==> src/rtl/pipelined_add_sub_if.sv <==
// Operand/result handshake bundle for the pipelined add/subtract unit.
// The master drives operands and consumes results; the slave is the arithmetic unit.
interface pipelined_add_sub_if #(
  parameter int unsigned WIDTH = 16
) ();
  logic             in_valid;
  logic             in_ready;
  logic [WIDTH-1:0] in1;
  logic [WIDTH-1:0] in2;
  logic             cin;
  logic             sub;
  logic             out_valid;
  logic             out_ready;
  logic [WIDTH-1:0] sum;
  logic             cout;
  logic             ovf;

  modport master (
    output in_valid, in1, in2, cin, sub, out_ready,
    input  in_ready, out_valid, sum, cout, ovf
  );

  modport slave (
    input  in_valid, in1, in2, cin, sub, out_ready,
    output in_ready, out_valid, sum, cout, ovf
  );
endinterface

==> src/rtl/pipelined_add_sub.sv <==
// Pipelined add/subtract: the carry chain is cut into CHUNK-bit slices, one register stage
// per slice, so a WIDTH-bit result emerges STAGES cycles after its operands are accepted.
module pipelined_add_sub #(
  parameter int unsigned WIDTH = 16,
  parameter int unsigned CHUNK = 4
) (
  input logic                clk,
  input logic                rst_n,
  pipelined_add_sub_if.slave bus
);
  localparam int unsigned STAGES = WIDTH / CHUNK;

  if ((WIDTH % CHUNK) != 0 || CHUNK == 0) begin : g_bad_params
    $error("pipelined_add_sub: WIDTH must be a non-zero multiple of CHUNK");
  end

  logic             stall;
  logic [WIDTH-1:0] b_eff;

  assign b_eff        = bus.sub ? ~bus.in2 : bus.in2;
  assign stall        = bus.out_valid && !bus.out_ready;
  assign bus.in_ready = !stall;

  for (genvar k = 0; k < STAGES; k++) begin : g_stage
    // Operand bits still to be added when a beat enters this stage.
    localparam int unsigned RemIn = WIDTH - k * CHUNK;
    localparam int unsigned ResW  = (k + 1) * CHUNK;

    logic              v_in;
    logic              c_in;
    logic [RemIn-1:0]  a_in;
    logic [RemIn-1:0]  b_in;
    logic [CHUNK:0]    slice;
    logic [ResW-1:0]   res_d;
    logic [ResW-1:0]   res_q;
    logic              valid_q;
    logic              carry_q;

    if (k == 0) begin : g_first
      assign v_in  = bus.in_valid;
      assign c_in  = bus.cin;
      assign a_in  = bus.in1;
      assign b_in  = b_eff;
      assign res_d = slice[CHUNK-1:0];
    end else begin : g_next
      assign v_in  = g_stage[k-1].valid_q;
      assign c_in  = g_stage[k-1].carry_q;
      assign a_in  = g_stage[k-1].g_fwd.a_q;
      assign b_in  = g_stage[k-1].g_fwd.b_q;
      assign res_d = {slice[CHUNK-1:0], g_stage[k-1].res_q};
    end

    assign slice = {1'b0, a_in[CHUNK-1:0]} + {1'b0, b_in[CHUNK-1:0]} + {{CHUNK{1'b0}}, c_in};

    always_ff @(posedge clk or negedge rst_n) begin
      if (!rst_n) begin
        valid_q <= 1'b0;
        carry_q <= 1'b0;
        res_q   <= '0;
      end else if (!stall) begin
        valid_q <= v_in;
        carry_q <= slice[CHUNK];
        res_q   <= res_d;
      end
    end

    if (k < STAGES - 1) begin : g_fwd
      logic [RemIn-CHUNK-1:0] a_q;
      logic [RemIn-CHUNK-1:0] b_q;

      always_ff @(posedge clk or negedge rst_n) begin
        if (!rst_n) begin
          a_q <= '0;
          b_q <= '0;
        end else if (!stall) begin
          a_q <= a_in[RemIn-1:CHUNK];
          b_q <= b_in[RemIn-1:CHUNK];
        end
      end
    end else begin : g_last
      logic ovf_q;

      // Carry into the MSB is a^b^sum at that bit; overflow is it XOR carry-out.
      always_ff @(posedge clk or negedge rst_n) begin
        if (!rst_n) begin
          ovf_q <= 1'b0;
        end else if (!stall) begin
          ovf_q <= a_in[RemIn-1] ^ b_in[RemIn-1] ^ slice[CHUNK-1] ^ slice[CHUNK];
        end
      end
    end
  end

  assign bus.out_valid = g_stage[STAGES-1].valid_q;
  assign bus.sum       = g_stage[STAGES-1].res_q;
  assign bus.cout      = g_stage[STAGES-1].carry_q;
  assign bus.ovf       = g_stage[STAGES-1].g_last.ovf_q;
endmodule

==> src/flat_wrapper.sv <==
// flat-port wrapper written by rule: the top's interface ports become plain ports
module pipelined_add_sub_flat 
#(
  parameter int unsigned WIDTH = 16,
  parameter int unsigned CHUNK = 4
)
  (clk, rst_n, bus_in_valid, bus_in1, bus_in2, bus_cin, bus_sub, bus_out_ready, bus_in_ready, bus_out_valid, bus_sum, bus_cout, bus_ovf);
  pipelined_add_sub_if #(.WIDTH(WIDTH)) bus_i ();
  input logic clk;
  input logic rst_n;
  input wire logic [$bits(bus_i.in_valid)-1:0] bus_in_valid;
  input wire logic [$bits(bus_i.in1)-1:0] bus_in1;
  input wire logic [$bits(bus_i.in2)-1:0] bus_in2;
  input wire logic [$bits(bus_i.cin)-1:0] bus_cin;
  input wire logic [$bits(bus_i.sub)-1:0] bus_sub;
  input wire logic [$bits(bus_i.out_ready)-1:0] bus_out_ready;
  output wire logic [$bits(bus_i.in_ready)-1:0] bus_in_ready;
  output wire logic [$bits(bus_i.out_valid)-1:0] bus_out_valid;
  output wire logic [$bits(bus_i.sum)-1:0] bus_sum;
  output wire logic [$bits(bus_i.cout)-1:0] bus_cout;
  output wire logic [$bits(bus_i.ovf)-1:0] bus_ovf;
  assign bus_i.in_valid = bus_in_valid;
  assign bus_i.in1 = bus_in1;
  assign bus_i.in2 = bus_in2;
  assign bus_i.cin = bus_cin;
  assign bus_i.sub = bus_sub;
  assign bus_i.out_ready = bus_out_ready;
  assign bus_in_ready = bus_i.in_ready;
  assign bus_out_valid = bus_i.out_valid;
  assign bus_sum = bus_i.sum;
  assign bus_cout = bus_i.cout;
  assign bus_ovf = bus_i.ovf;
  pipelined_add_sub #(.WIDTH(WIDTH), .CHUNK(CHUNK)) u_core (.clk(clk), .rst_n(rst_n), .bus(bus_i));
endmodule
==> config.mk <==
export PLATFORM = sky130hd
export DESIGN_NAME = pipelined_add_sub_flat
export DESIGN_NICKNAME = d
export VERILOG_FILES = /design/src/rtl/pipelined_add_sub_if.sv /design/src/rtl/pipelined_add_sub.sv /design/src/flat_wrapper.sv
export SDC_FILE = /design/constraint.sdc
export NUM_CORES = 1
export LEC_CHECK = 0
export ABC_AREA = 1
export CORE_AREA = 4 4 94 96
export DETAILED_ROUTE_END_ITERATION = 6
export DIE_AREA = 0 0 98 100
export PLACE_DENSITY = 0.79
export SLEW_MARGIN = 20
export SYNTH_ARGS = -nofsm -noshare
export SYNTH_HDL_FRONTEND = slang
export SYNTH_SLANG_ARGS = --single-unit
==> constraint.sdc <==
create_clock -name clk -period 2.2 [get_ports clk]
set_clock_uncertainty 0.1 [all_clocks]
set_input_delay 0.22 -clock clk [delete_from_list [all_inputs] [get_ports clk]]
set_output_delay 0.22 -clock clk [all_outputs]
set_load 0.01 [all_outputs]
=== Yosys cells after proc, flatten, opt, wreduce, memory -nomap -nowiden ===
Index checks and enable logic that the tools add are counted.

* Register bits after elaboration: 97
* Word-level logic and storage cells: 35
* Input bits: 38
* Output and inout port bits: 20

* Muxes and demuxes: 1
* Bitwise gates (word level): 4
* $add $sub $neg: 8
* Reduce and logical (&&, ||, !) cells: 3

{| class="wikitable"
|+ Operator list
! operator !! number
|-
| $add A4 B4 Y5 || 4
|-
| $add A5 B1 Y5 || 4
|-
| $mux W16 || 1
|-
| $not A16 Y16 || 1
|-
| $xor A1 B1 Y1 || 3
|-
| $logic_not A1 Y1 || 2
|-
| $logic_and A1 B1 Y1 || 1
|}

=== Longest topological paths before layout ===
* Depth in word-level cells: 4
* Depth in mapped cells: 11
* Depth with buffers taken out: 9

=== Worst setup path before layout ===
OpenSTA, ideal clock, no wires.

* Path kind: flip-flop to flip-flop
* Start: register u_core.g_stage[2].g_fwd.b_q[0]
* End: register u_core.g_stage[3].g_last.ovf_q, in the netlist u_core.bus.ovf
* Path buffers: 0
* Library setup time: 117 ps
* Required time: 1983 ps
* Clock period less this slack: 1817 ps
* Data arrival time: 1599 ps
* Cell stages (with the launch flop): 9
* Path slack: 383 ps
* Path through: dfrtp_1 -> fa_1 -> fa_1 -> nand2_1 -> nand2_1 -> nand2_1 -> nand2_1 -> nand3_1 -> nand2_1

* Cells in the longest elaborated chain, start to end: 4

{| class="wikitable"
|+ RTL lines
! element !! RTL line !! RTL
|-
| from (decl) || pipelined_add_sub.sv:69 || <nowiki>logic [RemIn-CHUNK-1:0] b_q;</nowiki>
|-
| from (signal assigned) || pipelined_add_sub.sv:77 || <nowiki>b_q <= b_in[RemIn-1:CHUNK];</nowiki>
|-
| $add A4 B4 Y5 (*) || pipelined_add_sub.sv:53 || <nowiki>assign slice = {1'b0, a_in[CHUNK-1:0]} + {1'b0, b_in[CHUNK-1:0]} + {{CHUNK{1'b0}}, c_in};</nowiki>
|-
| $add A5 B1 Y5 (*) || pipelined_add_sub.sv:53 ||
|-
| $xor A1 B1 Y1 || pipelined_add_sub.sv:88 || <nowiki>ovf_q <= a_in[RemIn-1] ^ b_in[RemIn-1] ^ slice[CHUNK-1] ^ slice[CHUNK];</nowiki>
|-
| $xor A1 B1 Y1 (*) || pipelined_add_sub.sv:88 ||
|-
| to (signal assigned) || pipelined_add_sub.sv:88 ||
|-
| to (decl) || pipelined_add_sub.sv:81 || <nowiki>logic ovf_q;</nowiki>
|}

Every way passes the cells marked *; elsewhere a longest branch is shown, timed or not.
A chain may end at the register's enable or synchronous reset.

=== Worst setup path in the final report ===
Ends and elaborated chain as after synthesis.

==> summary.md <==
| Metric | Value |
|---|---|
| Clock sink count | `97` |
| Seq/Total Area, Yosys | `between 50% and 60%` |
| Seq cells post-synth | `97` |
| Syn Std Cell Area | `4350 µm²` |
| Layout area overhead | `18.8%` |
| CP endpoint kind | `flop` |
| Critical Path RT | `2360 ps` |
| Avg Vias per Cell | `between 4 and 5` |
| Filler Cell Count | `672` |
| Critical path type | `reg2reg` |
| Final ANT Viol Nets | `0` |
| Tcrit/Tclk final | `88.7%` |
| Largest net degree at the start of global routing | `113` |
| Leading cell type in the layout, fill and taps excluded | `nand2_1` |
| Worst skew pair latency | `360 ps` |
| Lkg Pwr | `~2.5 nW` |
| Crit. Startpoint | `u_core.g_stage[2].g_fwd.b_q[0]$_DFFE_PN0N_` |
| Worst-path clk slew | `90 ps` |
| Outcome | `finished, final reports clean` |
| Setup_tns | `0 ps` |
| Core area | `8050 µm²` |
| Post-synthesis average cell area | `between 9 and 10 µm²` |
| Final Setup Violations | `0` |
| Cell Area, Placed | `4960 µm²` |
| Layout cells sized above 1 | `5.15%` |
| Clk root buf | `clkbuf_8` |
| Startpoint class of the critical path | `flop` |
| Power density over cell area | `1310 nW/µm²` |
| First DRT Iteration DRCs | `around 200` |
| Syn Nets | `524` |
| Commonest non-fill, non-tap cells in the layout | `165 x nand2_1, 97 x dfrtp_1, 56 x clkdlybuf4s50_1, 53 x o21ai_0, 40 x inv_1` |
| First-pass GRT wire length | `approximately 14,000 µm` |
| Port buffer count | `57` |
| Final Wtd Congestion | `0.815` |
| Ys Warns | `0` |
| Reg2reg end | `u_core.bus.ovf$_DFFE_PN0N_` |
| Max VDD drop | `467 µV` |
| Vias in the first global route | `3,072` |
| FMAX | `512 MHz` |
| Total GRT Usage | `between 10% and 20%` |
| Initial Util | `54.1%` |
| Fin. max-slew vios | `0` |
| Synth unique cells | `21` |
| Die area | `9800 µm²` |
| Drt wl/cell | `between 10 and 15 µm` |
| Worst min path class | `in2async` |
| Worst reg-to-reg setup slack | `around 250 ps` |
| Routed via count | `3,116` |
| WP data arrival | `roughly 2100 ps` |
| Synth Instances | `around 470` |
| Longest Clk Path Bufs | `2` |
| Residual DRC count | `0` |
| Rel. slew slack | `64.1%` |
| Critical path fanouts, max | `3` |
| H-tree depth | `3` |
| Initial antenna violation count | `0` |
| Routed WL | `around 7700 µm` |
| Nets | `~580` |
| Total CTS buffers | `9` |
| Global route total overflow | `0` |
| Num rows | `33` |
| Final Hold Fails | `0` |
| Max-cap violations | `0` |
| Register Area | `between 2000 and 2500 µm²` |
| Fin crit period | `1950 ps` |
| Antenna cells | `0` |
| DP HPWL | `around 5300 µm` |
| Postcts setup bufs | `0` |
| TritonCTS clock tree | `done` |
| Die Ht | `100 µm` |
| R2R Path Start | `u_core.g_stage[2].g_fwd.b_q[0]$_DFFE_PN0N_` |
| Slew @ Worst Pin | `about 540 ps` |
| Area of the multi-input gates | `1590 µm²` |
| Worst R2R Path Depth | `8` |
| Ports | `58` |
| Pre-antenna DRT Iters | `4` |
| Finished Cell Area | `5170 µm²` |
| RSZ-0062 raised after global routing | `no` |
| Die X-Extent | `98 µm` |
-- critical path, cell delays in order (launching register included) --
cell and delay, ps:
dfrtp_1 410, fa_1 480, fa_1 420, nand2_1 120, nand2_1 70, nand2_1 70, nand2_1 50, nand3_1 80
nand2_1 50
-- cell usage after synthesis --
library cell | count | area, µm²
a21oi_1 | 6 | 30.0
buf_2 | 7 | 35.0
buf_4 | 3 | 22.5
buf_6 | 10 | 113
clkbuf_1 | 2 | 7.51
dfrtp_1 | 97 | 2430
fa_1 | 8 | 160
ha_1 | 12 | 150
inv_1 | 40 | 150
inv_4 | 1 | 6.26
nand2_1 | 165 | 619
nand3_1 | 10 | 50.1
nand3b_1 | 2 | 15.0
nor2_1 | 14 | 52.6
nor2_4 | 1 | 11.3
o21ai_0 | 53 | 265
o21ai_1 | 16 | 80.1
o22ai_1 | 1 | 6.26
or2_2 | 2 | 12.5
xnor2_1 | 13 | 114
xor2_1 | 3 | 26.3
-- power breakdown --
group | internal (mW) | switching, mW | total, mW
combinational | 1.15 | 1.45 | 2.61
clock | 0.558 | 0.612 | 1.17
sequential | 2.57 | 0.407 | 2.98
-- layout make-up --
cell class / count / area share, %
repair buffers: 64 / 12.8
flip-flops and latches: 97 / 46.9
well taps: 105 / 2.54
inverters: 41 / 3.02
multi-input cells: 306 / 30.8
clock buffers: 10 / 2.66
clock inverters: 6 / 1.31
-- per-stage QoR --
step | setup slack, ps | power, mW | hold WS, ps | cells | util [%]
detailed placement | 54.1 | 5.63 | 138 | 612 | 61.6
CTS | 245 | 6.82 | 287 | 629 | 64.3
floorplan | 383 | 4.75 | -176 | 466 | -
global placement | 96.5 | 5.46 | 131 | 612 | 61.6
finish | 248 | 6.75 | 281 | 629 | 64.3
global route | 150 | 7.34 | 287 | 629 | 64.3
-- flip-flops by register name, summed over array words and instances (netlist names) --
signal and count:
u_core.g_stage.res_q 24, u_core.g_stage.valid_q 3, u_core.g_stage.carry_q 3, u_core.g_stage.g_fwd.b_q 24
u_core.bus.cout 1, u_core.g_stage.g_fwd.a_q 24, u_core.bus.out_valid 1, u_core.bus.ovf 1
u_core.bus.sum 16
-- routing by layer --
| layer | wire, µm | global-route usage, % | up-vias |
|---|---|---|---|
| li1 | - | - | 1559 |
| met1 | 3630 | 22.5 | 1484 |
| met2 | 3660 | 28.2 | 62 |
| met3 | 306 | 2.99 | 11 |
| met4 | 135 | 6.71 | 0 |
| met5 | 0 | 0 | - |
-- worst max-delay path by stage --
stage / endpoint / slack [ps]
2_1_floorplan: u_core.bus.ovf$_DFFE_PN0N_ / 380
3_3_place_gp: u_core.g_stage[0].res_q[3]$_DFFE_PN0N_ / 100
3_5_place_dp: u_core.g_stage[0].res_q[3]$_DFFE_PN0N_ / 50
4_1_cts: u_core.bus.ovf$_DFFE_PN0N_ / 240
5_1_grt: u_core.bus.ovf$_DFFE_PN0N_ / 150
6_report: u_core.bus.ovf$_DFFE_PN0N_ / 250
-- cells by family after synthesis --
kind of cell	share of synthesized area (%)
flip-flops	55.7
adder cells (fa/ha/maj)	7.13
buffers and inverters	7.67
AND/OR/NAND/NOR	17.5
AO/OA/AOI/OAI	8.76
XOR/XNOR	3.22
-- what timing repair did --
action / 4_1_cts / 5_1_grt
hold buffers: 1 / 0
gates resized for setup: 0 / 0
hold endpoints to repair: 40 / 0
(Power assumes the default switching activity.)
